===== src/rtl/serial_mem_arbiter.sv =====
// serial_mem_arbiter
// Shares the bit-serial memory port between the instruction fetch (req0,
// read-only) and the load/store unit (req1, read or write). Round-robin
// arbitration picks a requester in IDLE. The address and, for writes, the
// write data are then shifted out LSB beat first. Read data is collected
// from the memory controller. One response pulse is returned per request.
//
// Ports:
//   clk, reset_n              clock, asynchronous active-low reset
//   req0_valid/addr/ready     fetch request; ready is a 1-cycle grant pulse
//   req1_valid/we/addr/wdata  LSU request; req1_ready is a 1-cycle grant pulse
//   rsp0_valid, rsp1_valid    1-cycle response pulse to the granted requester
//   rsp_rdata, rsp_err        read data / read-timeout flag, valid with rsp*
//   mem_serial_data           current beat (0 when no beat is being shifted)
//   mem_shift_en              beat valid
//   mem_transaction_done      beat strobe, identical to mem_shift_en
//   mem_read_write            1=write, 0=read, stable for the whole transaction
//   mem_rd_valid, mem_rd_data read return from memory (used only in WAIT_RD)
//   busy                      high whenever not IDLE
module serial_mem_arbiter #(
  parameter int AW         = 32,
  parameter int DW         = 32,
  parameter int BEAT_W     = 8,
  parameter int RD_TIMEOUT = 15
) (
  input  logic              clk,
  input  logic              reset_n,
  input  logic              req0_valid,
  input  logic [AW-1:0]     req0_addr,
  output logic              req0_ready,
  input  logic              req1_valid,
  input  logic              req1_we,
  input  logic [AW-1:0]     req1_addr,
  input  logic [DW-1:0]     req1_wdata,
  output logic              req1_ready,
  output logic              rsp0_valid,
  output logic              rsp1_valid,
  output logic [DW-1:0]     rsp_rdata,
  output logic              rsp_err,
  output logic [BEAT_W-1:0] mem_serial_data,
  output logic              mem_shift_en,
  output logic              mem_transaction_done,
  output logic              mem_read_write,
  input  logic              mem_rd_valid,
  input  logic [DW-1:0]     mem_rd_data,
  output logic              busy
);

  localparam int ABEATS = AW / BEAT_W;
  localparam int DBEATS = DW / BEAT_W;
  localparam int MAXB   = (ABEATS > DBEATS) ? ABEATS : DBEATS;
  localparam int BCW    = $clog2(MAXB + 1);
  localparam int TCW    = $clog2(RD_TIMEOUT + 1);
  localparam logic [BCW-1:0] A_LAST  = BCW'(ABEATS - 1);
  localparam logic [BCW-1:0] D_LAST  = BCW'(DBEATS - 1);
  localparam logic [TCW-1:0] TO_LAST = TCW'(RD_TIMEOUT - 1);

  typedef enum logic [2:0] {
    IDLE, ADDR, DATA, WR_COMMIT, WAIT_RD, RESP
  } state_t;

  state_t           state, state_nxt;
  logic [BCW-1:0]   beat_cnt;
  logic [TCW-1:0]   to_cnt;
  logic             last_grant;  // also identifies the requester being served
  logic             we_q;
  logic             err_q;
  logic [AW+DW-1:0] sr;          // {wdata, addr}, shifted right one beat per strobe
  logic [DW-1:0]    rdata_q;

  logic grant0, grant1, last_beat, rd_timeout;

  // On a tie the requester that was not served last wins.
  assign grant0 = req0_valid && (!req1_valid || last_grant);
  assign grant1 = req1_valid && (!req0_valid || !last_grant);

  assign last_beat  = ((state == ADDR) && (beat_cnt == A_LAST)) ||
                      ((state == DATA) && (beat_cnt == D_LAST));
  assign rd_timeout = !mem_rd_valid && (to_cnt == TO_LAST);

  always_ff @(posedge clk or negedge reset_n) begin
    if (!reset_n) state <= IDLE;
    else          state <= state_nxt;
  end

  always_comb begin
    state_nxt    = state;
    req0_ready   = 1'b0;
    req1_ready   = 1'b0;
    mem_shift_en = 1'b0;
    rsp0_valid   = 1'b0;
    rsp1_valid   = 1'b0;
    case (state)
      IDLE: begin
        // Ready is combinational on valid, so it is masked while reset is
        // held to keep every output low during reset.
        req0_ready = grant0 && reset_n;
        req1_ready = grant1 && reset_n;
        if (grant0 || grant1) state_nxt = ADDR;
      end
      ADDR: begin
        mem_shift_en = 1'b1;
        if (last_beat) state_nxt = we_q ? DATA : WAIT_RD;
      end
      DATA: begin
        mem_shift_en = 1'b1;
        if (last_beat) state_nxt = WR_COMMIT;
      end
      WR_COMMIT: state_nxt = RESP;
      WAIT_RD: begin
        if (mem_rd_valid || rd_timeout) state_nxt = RESP;
      end
      RESP: begin
        rsp0_valid = !last_grant;
        rsp1_valid = last_grant;
        state_nxt  = IDLE;
      end
      default: state_nxt = IDLE;
    endcase
  end

  assign mem_transaction_done = mem_shift_en;
  assign mem_serial_data      = mem_shift_en ? sr[BEAT_W-1:0] : '0;
  assign busy                 = (state != IDLE);
  assign mem_read_write       = busy && we_q;
  assign rsp_rdata            = (state == RESP) ? rdata_q : '0;
  assign rsp_err              = (state == RESP) && err_q;

  always_ff @(posedge clk or negedge reset_n) begin
    if (!reset_n) begin
      beat_cnt   <= '0;
      to_cnt     <= '0;
      last_grant <= 1'b1;
      we_q       <= 1'b0;
      err_q      <= 1'b0;
    end else begin
      case (state)
        IDLE: begin
          if (grant0 || grant1) begin
            last_grant <= grant1;
            we_q       <= grant1 && req1_we;
            err_q      <= 1'b0;
            beat_cnt   <= '0;
            to_cnt     <= '0;
          end
        end
        ADDR, DATA: beat_cnt <= last_beat ? '0 : beat_cnt + 1'b1;
        WAIT_RD: begin
          to_cnt <= to_cnt + 1'b1;
          if (rd_timeout) err_q <= 1'b1;
        end
        default: ;
      endcase
    end
  end

  // Payload registers carry no reset: every output they feed is gated by state.
  always_ff @(posedge clk) begin
    case (state)
      IDLE: begin
        if (grant1)      sr <= {req1_wdata, req1_addr};
        else if (grant0) sr <= {{DW{1'b0}}, req0_addr};
        rdata_q <= '0;  // writes and timed-out reads respond with zero
      end
      ADDR, DATA: sr <= sr >> BEAT_W;
      WAIT_RD: if (mem_rd_valid) rdata_q <= mem_rd_data;
      default: ;
    endcase
  end

endmodule


===== config.mk =====
export PLATFORM = sky130hd
export DESIGN_NAME = serial_mem_arbiter
export DESIGN_NICKNAME = d
export VERILOG_FILES = /design/src/rtl/serial_mem_arbiter.sv
export SDC_FILE = /design/constraint.sdc
export NUM_CORES = 1
export LEC_CHECK = 0
export ABC_AREA = 1
export BUFFER_PORTS_ARGS = -buffer_cell sky130_fd_sc_hd__buf_2
export CELL_PAD_IN_SITES_DETAIL_PLACEMENT = 0
export CELL_PAD_IN_SITES_GLOBAL_PLACEMENT = 1
export CORE_MARGIN = 5
export CORE_UTILIZATION = 35
export DETAILED_ROUTE_END_ITERATION = 10
export PLACE_DENSITY_LB_ADDON = 0.1
export SETUP_SLACK_MARGIN = 0.1
export SYNTH_ARGS = -nofsm -noshare
export SYNTH_HDL_FRONTEND = slang
export SYNTH_SLANG_ARGS = --single-unit

===== constraint.sdc =====
create_clock -name clk -period 4.1 [get_ports clk]
set_clock_uncertainty 0.05 [all_clocks]
set_input_delay 0.82 -clock clk [delete_from_list [all_inputs] [get_ports clk]]
set_output_delay 0.82 -clock clk [all_outputs]
set_load 0.005 [all_outputs]

==> results of run 1 <==
layer usage:
metal | GRT usage [%] | routed length, um | vias up
li1 | - | - | 2213
met1 | 18.4 | 5600 | 1925
met2 | 24.2 | 6070 | 125
met3 | 3.19 | 736 | 11
met4 | 5.02 | 178 | 0
met5 | 0 | 0 | -
flip-flops by register name, summed over array words and instances (netlist names):
name and cells:
sr 64, rdata_q 32, to_cnt 4, beat_cnt 3
state 3, err_q 1, last_grant 1, we_q 1
worst paths after layout:
check,startpoint,endpoint,slack [ns],cells past startpoint
max in group asynchronous,reset_n,last_grant,3.36,1
min reg2reg,to_cnt[2],to_cnt[2],0.46,1
min,reset_n,to_cnt[3],0.34,1
min in group clk,to_cnt[2],to_cnt[2],0.46,1
max reg2reg,state[1],sr[49],1.70,5
max,state[1],mem_serial_data[6],1.40,6
worst max-delay path, cell delays in order, from the launching register on:
cell,delay [ns]
dfrtp_1,0.42
inv_1,0.13
nand3_1,0.14
nand2_4,0.29
inv_4,0.22
nor2_1,0.14
buf_2,0.12
layout make-up:
cell class	instances	area, um^2	share of cell area [%]
inverter	91	344	5.20
timing repair buffer	187	948	14.3
sequential	109	3210	48.5
tap	184	230	3.48
clock inverter	5	73.8	1.12
multi-input combinational	357	1570	23.7
clock buffer	11	243	3.67
power breakdown:
part / total [uW] / switching [uW] / internal (uW) / leakage [uW]
logic: 1590 / 1120 / 472 / 0.00187
registers: 2190 / 151 / 2040 / 0.00114
clock network: 928 / 379 / 549 / 0.000157
cells in the final DEF (no fill, tap or decap), types with 2 or more instances in the layout:
cell	n
nor2_1	125
o21ai_1	30
nand2_4	2
a21oi_1	2
edfxtp_1	96
bufinv_16	2
buf_4	5
nand4_1	2
dfrtp_1	12
clkinv_2	2
inv_2	2
clkbuf_16	9
o21ai_0	68
buf_2	182
nand3_1	17
ha_1	4
nand2_1	102
inv_1	88
per-stage QoR:
stage	power, uW	cell area (um^2)	setup WS, ns	std cells
final	4700	6610	1.40	944
after global placement	3810	6300	1.66	928
after global routing	5100	6610	1.20	944
after CTS	4790	6610	1.37	944
after floorplan	3370	5270	1.15	589
after detailed placement	3860	6300	1.64	928
logic make-up after synthesis:
group / count (synthesis) / synth area share [%]
DFF: 109 / 61.0
and+or+nand+nor: 250 / 18.4
buffers and inverters: 123 / 9.79
AOI/OAI and AO/OA: 103 / 9.93
adders and majority gates: 4 / 0.951
==> impl_metrics.json, run 1 <==
{
  "fmax_ghz": 0.370,
  "cts_hold_buffers": 0,
  "root_buffer": "clkbuf_16",
  "grt_pass1_vias": 4250,
  "diodes": 0,
  "drive_gt1_share_pct": 27.6,
  "drt_iter0_markers": 240,
  "cts_sinks": 109,
  "cp_max_fo": 43,
  "synth_area_leaders": "edfxtp_1 55%, nor2_1 9.0%, nand2_1 7.4%, o21ai_0 6.5%, inv_1 6.3%",
  "track_usage_pct": 14.4,
  "synthesis.instances": 589,
  "grt_max_degree": 66,
  "slew_headroom_pct": 36.8,
  "p_leak_uw": 0.00316,
  "nFillCells": 1521,
  "synth_area_mm2": 0.00527,
  "synth_top_area_share_pct": 54.8,
  "yosysMostFrequentCell": "nor2_1",
  "antenna_left": 0,
  "routabilityCongestion": 0.734,
  "yosys_warnings": 0,
  "cp_data_required_time_ns": 3.23,
  "viasPerCell": 4.53,
  "arrival_ns": 1.83,
  "status": "finished, final reports clean",
  "period_minus_slack_ns": 2.70,
  "chipHeight_um": 133,
  "rows": 44,
  "post_cts_resized": 0,
  "area_delta_synth_final_pct": 25.6,
  "vias": 4274,
  "period_share_pct": 65.9,
  "setup_viol": 0,
  "gr-total-overflow": 0,
  "ys.flop_type": "edfxtp_1",
  "grt_setup_unrepaired": "no",
  "fin_util_pct": 45.2,
  "final-hold-violation-count": 0,
  "synth_edf_count": 96,
  "timing.hold.ws_ns": 0.336,
  "die_w_um": 133,
  "post-route-drc-count": 0,
  "insertion_delay_ns": 0.34,
  "coreArea_mm2": 0.0146,
  "yosysSeqAreaShare_pct": 61.0,
  "synth-seq-cells": 109,
  "synthTopCellsByCount": "126 x nor2_1, 104 x nand2_1, 96 x edfxtp_1",
  "wl_um": 12600,
  "firstDrtPassIters": 4,
  "port_buffers": 182,
  "yosysTopAreaCell": "edfxtp_1",
  "worstMarginPinSlew_ns": 0.948,
  "synth-async-reset-ratio_pct": 11.9,
  "nNetsFinal": 893,
  "syn_avg_cell_area_um2": 8.94,
  "htree_levels": 3,
  "detail_route.wl_per_cell_um": 13.3,
  "postCtsSetupBuffers": 0,
  "ios": 183,
  "ir_drop_mv": 0.373,
  "start_util_pct": 36.0,
  "cap_violations": 0,
  "die-area_mm2": 0.0176,
  "grt_pass1_wl_um": 20500,
  "power_density_mw_per_mm2": 711,
  "syn_nets": 727,
  "clk_pin_slew_ns": 0.07,
  "synth_cell_types": 22,
  "crit_type": "flop to output port",
  "dp_hpwl_um": 8650,
  "grt_antenna_before_repair": 0,
  "hold_class": "input port to async pin",
  "cts_inserted_buffers": 9,
  "start_kind": "flop",
  "cts_tree": "built",
  "drv_slew": 0,
  "clockBufferDepth": 2,
  "cp-end-kind": "output port",
  "tns_ns": 0
}
Power figures use the tool's default switching activity.
==> run 2, diff against run 1 <==
==> constraint.sdc (replaced) <==
create_clock -name clk -period 2.75 [get_ports clk]
set_clock_uncertainty 0.05 [all_clocks]
set_input_delay 0.55 -clock clk [delete_from_list [all_inputs] [get_ports clk]]
set_output_delay 0.55 -clock clk [all_outputs]
set_load 0.005 [all_outputs]
==> run 2 against run 1 <==
Against the previous run:
- via count up 0.87%
- worst hold slack worse by 0.28 ns
- final cell count is 0.21% higher
- critical path depth decreased by 1
- core utilization about the same
- critical endpoint is now mem_shift_en
- highest routed layer unchanged
==> impl_metrics.json, run 2 (same netlist as run 1, synthesis figures left out) <==
{
  "status": "finished, final reports clean",
  "cts_tree": "built",
  "port_buffers": 182,
  "grt_antenna_before_repair": 0,
  "gr-total-overflow": 0,
  "grt_pass1_vias": 4154,
  "arrival_ns": 1.78,
  "start_kind": "flop",
  "final_area_mm2": 0.00661,
  "die_w_um": 133,
  "clockPowerShare_pct": 17.1,
  "layout.cells.most_common": "buf_2",
  "p_leak_uw": 0.00315,
  "cp_data_required_time_ns": 2.15,
  "post-route-drc-count": 0,
  "diodes": 0,
  "viasPerCell": 4.56,
  "crit_type": "flop to output port",
  "p_int_uw": 4420,
  "insertion_delay_ns": 0.34,
  "grt_max_degree": 67,
  "setup_viol": 0,
  "start_util_pct": 36.0,
  "use_met2_pct": 22.9,
  "vias": 4311,
  "detail_route.wl_per_cell_um": 13.2,
  "htree_levels": 3,
  "firstDrtPassIters": 4,
  "worstMarginPinSlew_ns": 0.917,
  "cts_inserted_buffers": 9,
  "p_comb_share_pct": 35.9,
  "power_density_mw_per_mm2": 1040,
  "use_met3_pct": 2.96,
  "grt_pass1_wl_um": 20300,
  "cp_top_family": "buffers and inverters",
  "cts_sinks": 109,
  "nNetsFinal": 895,
  "final-hold-violation-count": 0,
  "period_minus_slack_ns": 2.38,
  "drt_iter0_markers": 244,
  "ir_drop_mv": 0.474,
  "ios": 183,
  "antenna_left": 0,
  "grt_use_met1_pct": 18.8,
  "drive_gt1_share_pct": 27.6,
  "dp_hpwl_um": 8600,
  "nFillCells": 1489,
  "die-area_mm2": 0.0176,
  "dpl_cell_area_mm2": 0.00634,
  "cap_violations": 0,
  "layout_common_cells": "182 x buf_2, 125 x nor2_1, 102 x nand2_1",
  "grt_setup_unrepaired": "no",
  "busiest_layer": "met2",
  "crit_chain": "inv_1 > nand3_1 > nand2_8 > buf_12 > buf_2",
  "routabilityCongestion": 0.801,
  "coreArea_mm2": 0.0146,
  "dp.cells": 930,
  "largest_reg_flops": 64,
  "slew_headroom_pct": 38.8,
  "swShare_pct": 35.9,
  "rows": 44,
  "slowest_delay_ns": 0.42,
  "cts_hold_buffers": 0,
  "hold_class": "input port to async pin",
  "p_sw_uw": 2480,
  "top_register": "sr",
  "tns_ns": 0,
  "critPathSlowestCell": "dfrtp_1",
  "track_usage_pct": 14.1,
  "critPathBufInv": 3,
  "reg.largest.list": "sr (64), rdata_q (32), to_cnt (4)",
  "fin_util_pct": 45.1,
  "cp-end-kind": "output port",
  "area_delta_synth_final_pct": 25.5,
  "root_buffer": "clkbuf_16",
  "wl_um": 12500,
  "chipHeight_um": 133,
  "period_share_pct": 86.7,
  "cp_max_fo": 66,
  "drv_slew": 0,
  "p_seq_share_pct": 47.0,
  "clockBufferDepth": 2,
  "final_cell_count_no_fill": 946,
  "fmax_ghz": 0.420,
  "clk_pin_slew_ns": 0.07
}
run 2: layout make-up:
cell class / instances / area, um^2 / area share, %
Timing Repair Buffer: 189 / 988 / 15.0
Sequential cell: 109 / 3210 / 48.6
Tap cell: 184 / 230 / 3.48
Clock buffer: 11 / 233 / 3.52
Clock inverter: 5 / 28.8 / 0.436
Inverter: 91 / 344 / 5.21
Multi-Input combinational cell: 357 / 1570 / 23.8
run 2: what timing repair did:
action,4_1_cts,5_1_grt
setup buffers,0,0
gates resized for setup,0,1
endpoints found under the hold margin,0,0
endpoints found under the setup margin,0,5
run 2: per-stage QoR:
step	setup slack (ns)	hold slack (ns)	total power, uW
6_report	0.367	0.0607	6900
5_1_grt	0.159	0.0807	7470
4_1_cts	0.261	0.0555	7010
3_5_place_dp	0.498	0.432	5820
3_3_place_gp	0.547	0.429	5740
2_1_floorplan	0.210	0.204	5010
run 2: power groups by stage:
| stage | logic [uW] | clock network [uW] | registers (uW) |
|---|---|---|---|
| after floorplan | 1760 | 0 | 3250 |
| after global placement | 2480 | 0 | 3260 |
| after detailed placement | 2530 | 0 | 3280 |
| after CTS | 2540 | 1220 | 3250 |
| after global routing | 2870 | 1290 | 3310 |
| final | 2480 | 1180 | 3240 |
run 2: layer usage:
layer | vias to the layer above | routed length, um
met5 | - | 0
met2 | 124 | 5950
li1 | 2217 | -
met3 | 9 | 679
met1 | 1961 | 5680
met4 | 0 | 175
run 2: path summary, 6_finish.rpt:
check	startpoint	depth (start not counted)	slack, ns	end
worst max-delay path	state[1]	5	0.37	mem_shift_en
worst min-delay path	reset_n	1	0.06	we_q
worst max register to register	state[1]	6	0.59	sr[1]
worst min register to register	to_cnt[2]	1	0.45	to_cnt[2]
max in group asynchronous	reset_n	1	2.28	last_grant
min in group clk	req1_we	3	0.41	we_q
==> run 3, diff against run 2 <==
--- a/config.mk
+++ b/config.mk
@@ -9,6 +9,7 @@
 export BUFFER_PORTS_ARGS = -buffer_cell sky130_fd_sc_hd__buf_2
 export CELL_PAD_IN_SITES_DETAIL_PLACEMENT = 0
 export CELL_PAD_IN_SITES_GLOBAL_PLACEMENT = 1
+export CORE_ASPECT_RATIO = 0.6
 export CORE_MARGIN = 5
 export CORE_UTILIZATION = 35
 export DETAILED_ROUTE_END_ITERATION = 10
==> run 3 against run 2 <==
Against the previous run:
- core utilization rose by 0.33 points
- worst setup slack improved by 0.11 ns
- total power grew 2.8%
- sequential share of layout area down 0.32 points
- design area up 0.66%
- sequential cell count stayed put
- worst hold slack worse by 0.0022 ns
- critical path depth did not move
- largest cell class unchanged
- largest power group unchanged
==> impl_metrics.json, run 3 (same netlist as run 1, synthesis figures left out) <==
{
  "antenna_left": 0,
  "topRoutingLayerUsed": "met4",
  "cts_hold_buffers": 0,
  "period_minus_slack_ns": 2.28,
  "dp.cells": 943,
  "route.met3.wl_um": 846,
  "diodes": 0,
  "fmax_ghz": 0.439,
  "layout.cells.most_common": "buf_2",
  "rows": 34,
  "cts_tree": "built",
  "coreArea_mm2": 0.0146,
  "cts_inserted_buffers": 9,
  "cts_sinks": 109,
  "drv_slew": 0,
  "postCtsSetupBuffers": 0,
  "drt_iter0_markers": 214,
  "die-area_mm2": 0.0177,
  "vias": 4295,
  "largest_reg_flops": 64,
  "worst_slack_ns": 0.473,
  "cp_max_fo": 92,
  "wl_met1_um": 6360,
  "startpoint": "state[2]",
  "arrival_ns": 1.68,
  "post-route-drc-count": 0,
  "period_share_pct": 82.8,
  "start_kind": "flop",
  "detail_route.wl_per_cell_um": 13.9,
  "power_density_mw_per_mm2": 1070,
  "cp-end-kind": "output port",
  "tns_ns": 0,
  "start_util_pct": 36.0,
  "grt_setup_unrepaired": "no",
  "grt_pass1_wl_um": 21000,
  "ios": 183,
  "pre_cts_slack_ns": 0.626,
  "root_buffer": "clkbuf_16",
  "status": "finished, final reports clean",
  "wl_um": 13300,
  "gr-total-overflow": 0,
  "slew_headroom_pct": 37.1,
  "ff2ff_setup_slack_ns": 0.60,
  "setup_viol": 0,
  "die_w_um": 168,
  "nFillCells": 1497,
  "htree_levels": 3,
  "cap_violations": 0,
  "clk_pin_slew_ns": 0.07,
  "post_cts_resized": 0,
  "grt_antenna_before_repair": 0,
  "p_leak_uw": 0.00316,
  "dp_hpwl_um": 9240,
  "routabilityCongestion": 0.815,
  "insertion_delay_ns": 0.34,
  "layout_common_cells": "182 x buf_2, 125 x nor2_1, 102 x nand2_1",
  "worst_r2r_path_depth": 6,
  "clockBufferDepth": 2,
  "final_cell_count_no_fill": 959,
  "firstDrtPassIters": 4,
  "chipHeight_um": 105,
  "multi_input_area_mm2": 0.00156,
  "reg.largest.list": "sr (64), rdata_q (32), to_cnt (4)",
  "cp_data_required_time_ns": 2.15,
  "seqCellArea_mm2": 0.00321,
  "port_buffers": 182,
  "crit_type": "flop to output port",
  "grt_max_degree": 93,
  "nNetsFinal": 894,
  "final-hold-violation-count": 0,
  "track_usage_pct": 14.6,
  "viasPerCell": 4.48,
  "top_register": "sr",
  "crit_path_end": "mem_shift_en",
  "wl_met2_um": 6060,
  "worstMarginPinSlew_ns": 0.942,
  "r2r_end": "sr[42]",
  "ir_drop_mv": 0.646,
  "area_delta_synth_final_pct": 26.3,
  "hold_class": "input port to async pin",
  "crit-reg2reg-launch": "state[0]",
  "grt_pass1_vias": 4262,
  "drive_gt1_share_pct": 27.6
}
-- run 3: cell count changes in the layout (fill, tap and decap cells not counted), sizes merged --
cell      change
clkbuf        -1
bufinv        +2
clkinv        -1
buf           -1
clkinvlp      -1
inv           +1
-- run 3: where the power goes --
group	internal, uW	switching (uW)	total [uW]	leakage, uW
clock network	798	568	1370	0.000152
registers	3020	240	3260	0.00114
logic	769	1690	2460	0.00188
total	4590	2500	7090	0.00316
-- run 3: stage by stage --
| step | util, % | cell area (um^2) | power [uW] | hold slack, ns |
|---|---|---|---|---|
| 5_1_grt | 45.5 | 6650 | 7650 | 0.0701 |
| 6_report | 45.5 | 6650 | 7090 | 0.0585 |
| 2_1_floorplan | - | 5270 | 5010 | 0.204 |
| 3_5_place_dp | 43.3 | 6340 | 5820 | 0.431 |
| 3_3_place_gp | 43.3 | 6340 | 5740 | 0.421 |
| 4_1_cts | 45.5 | 6650 | 7200 | 0.0586 |
-- run 3: cell type report --
cell class	count	share of cell area, %
timing repair buffer	188	14.7
tap	198	3.72
multi-input combinational	357	23.4
clock inverter	6	1.28
clock buffer	10	3.44
sequential	109	48.3
inverter	91	5.17
-- run 3: how the worst min path moves through the flow --
stage             from          end
2_1_floorplan  reset_n  beat_cnt[0]
3_3_place_gp   reset_n  beat_cnt[0]
3_5_place_dp   reset_n  beat_cnt[0]
4_1_cts        reset_n    to_cnt[0]
5_1_grt        reset_n    to_cnt[1]
6_report       reset_n    to_cnt[1]
-- run 3: critical path, stage by stage (launching register included) --
cell and delay (ns):
dfrtp_1 0.42, inv_2 0.13, nand3_1 0.12, nand2_2 0.14, buf_12 0.32, buf_2 0.18
-- run 3: per-layer routing --
metal,GRT usage (%),vias to the layer above
met4,2.55,0
met3,4.34,5
met1,19.8,1940
met2,23.6,134
li1,-,2216
met5,0,-
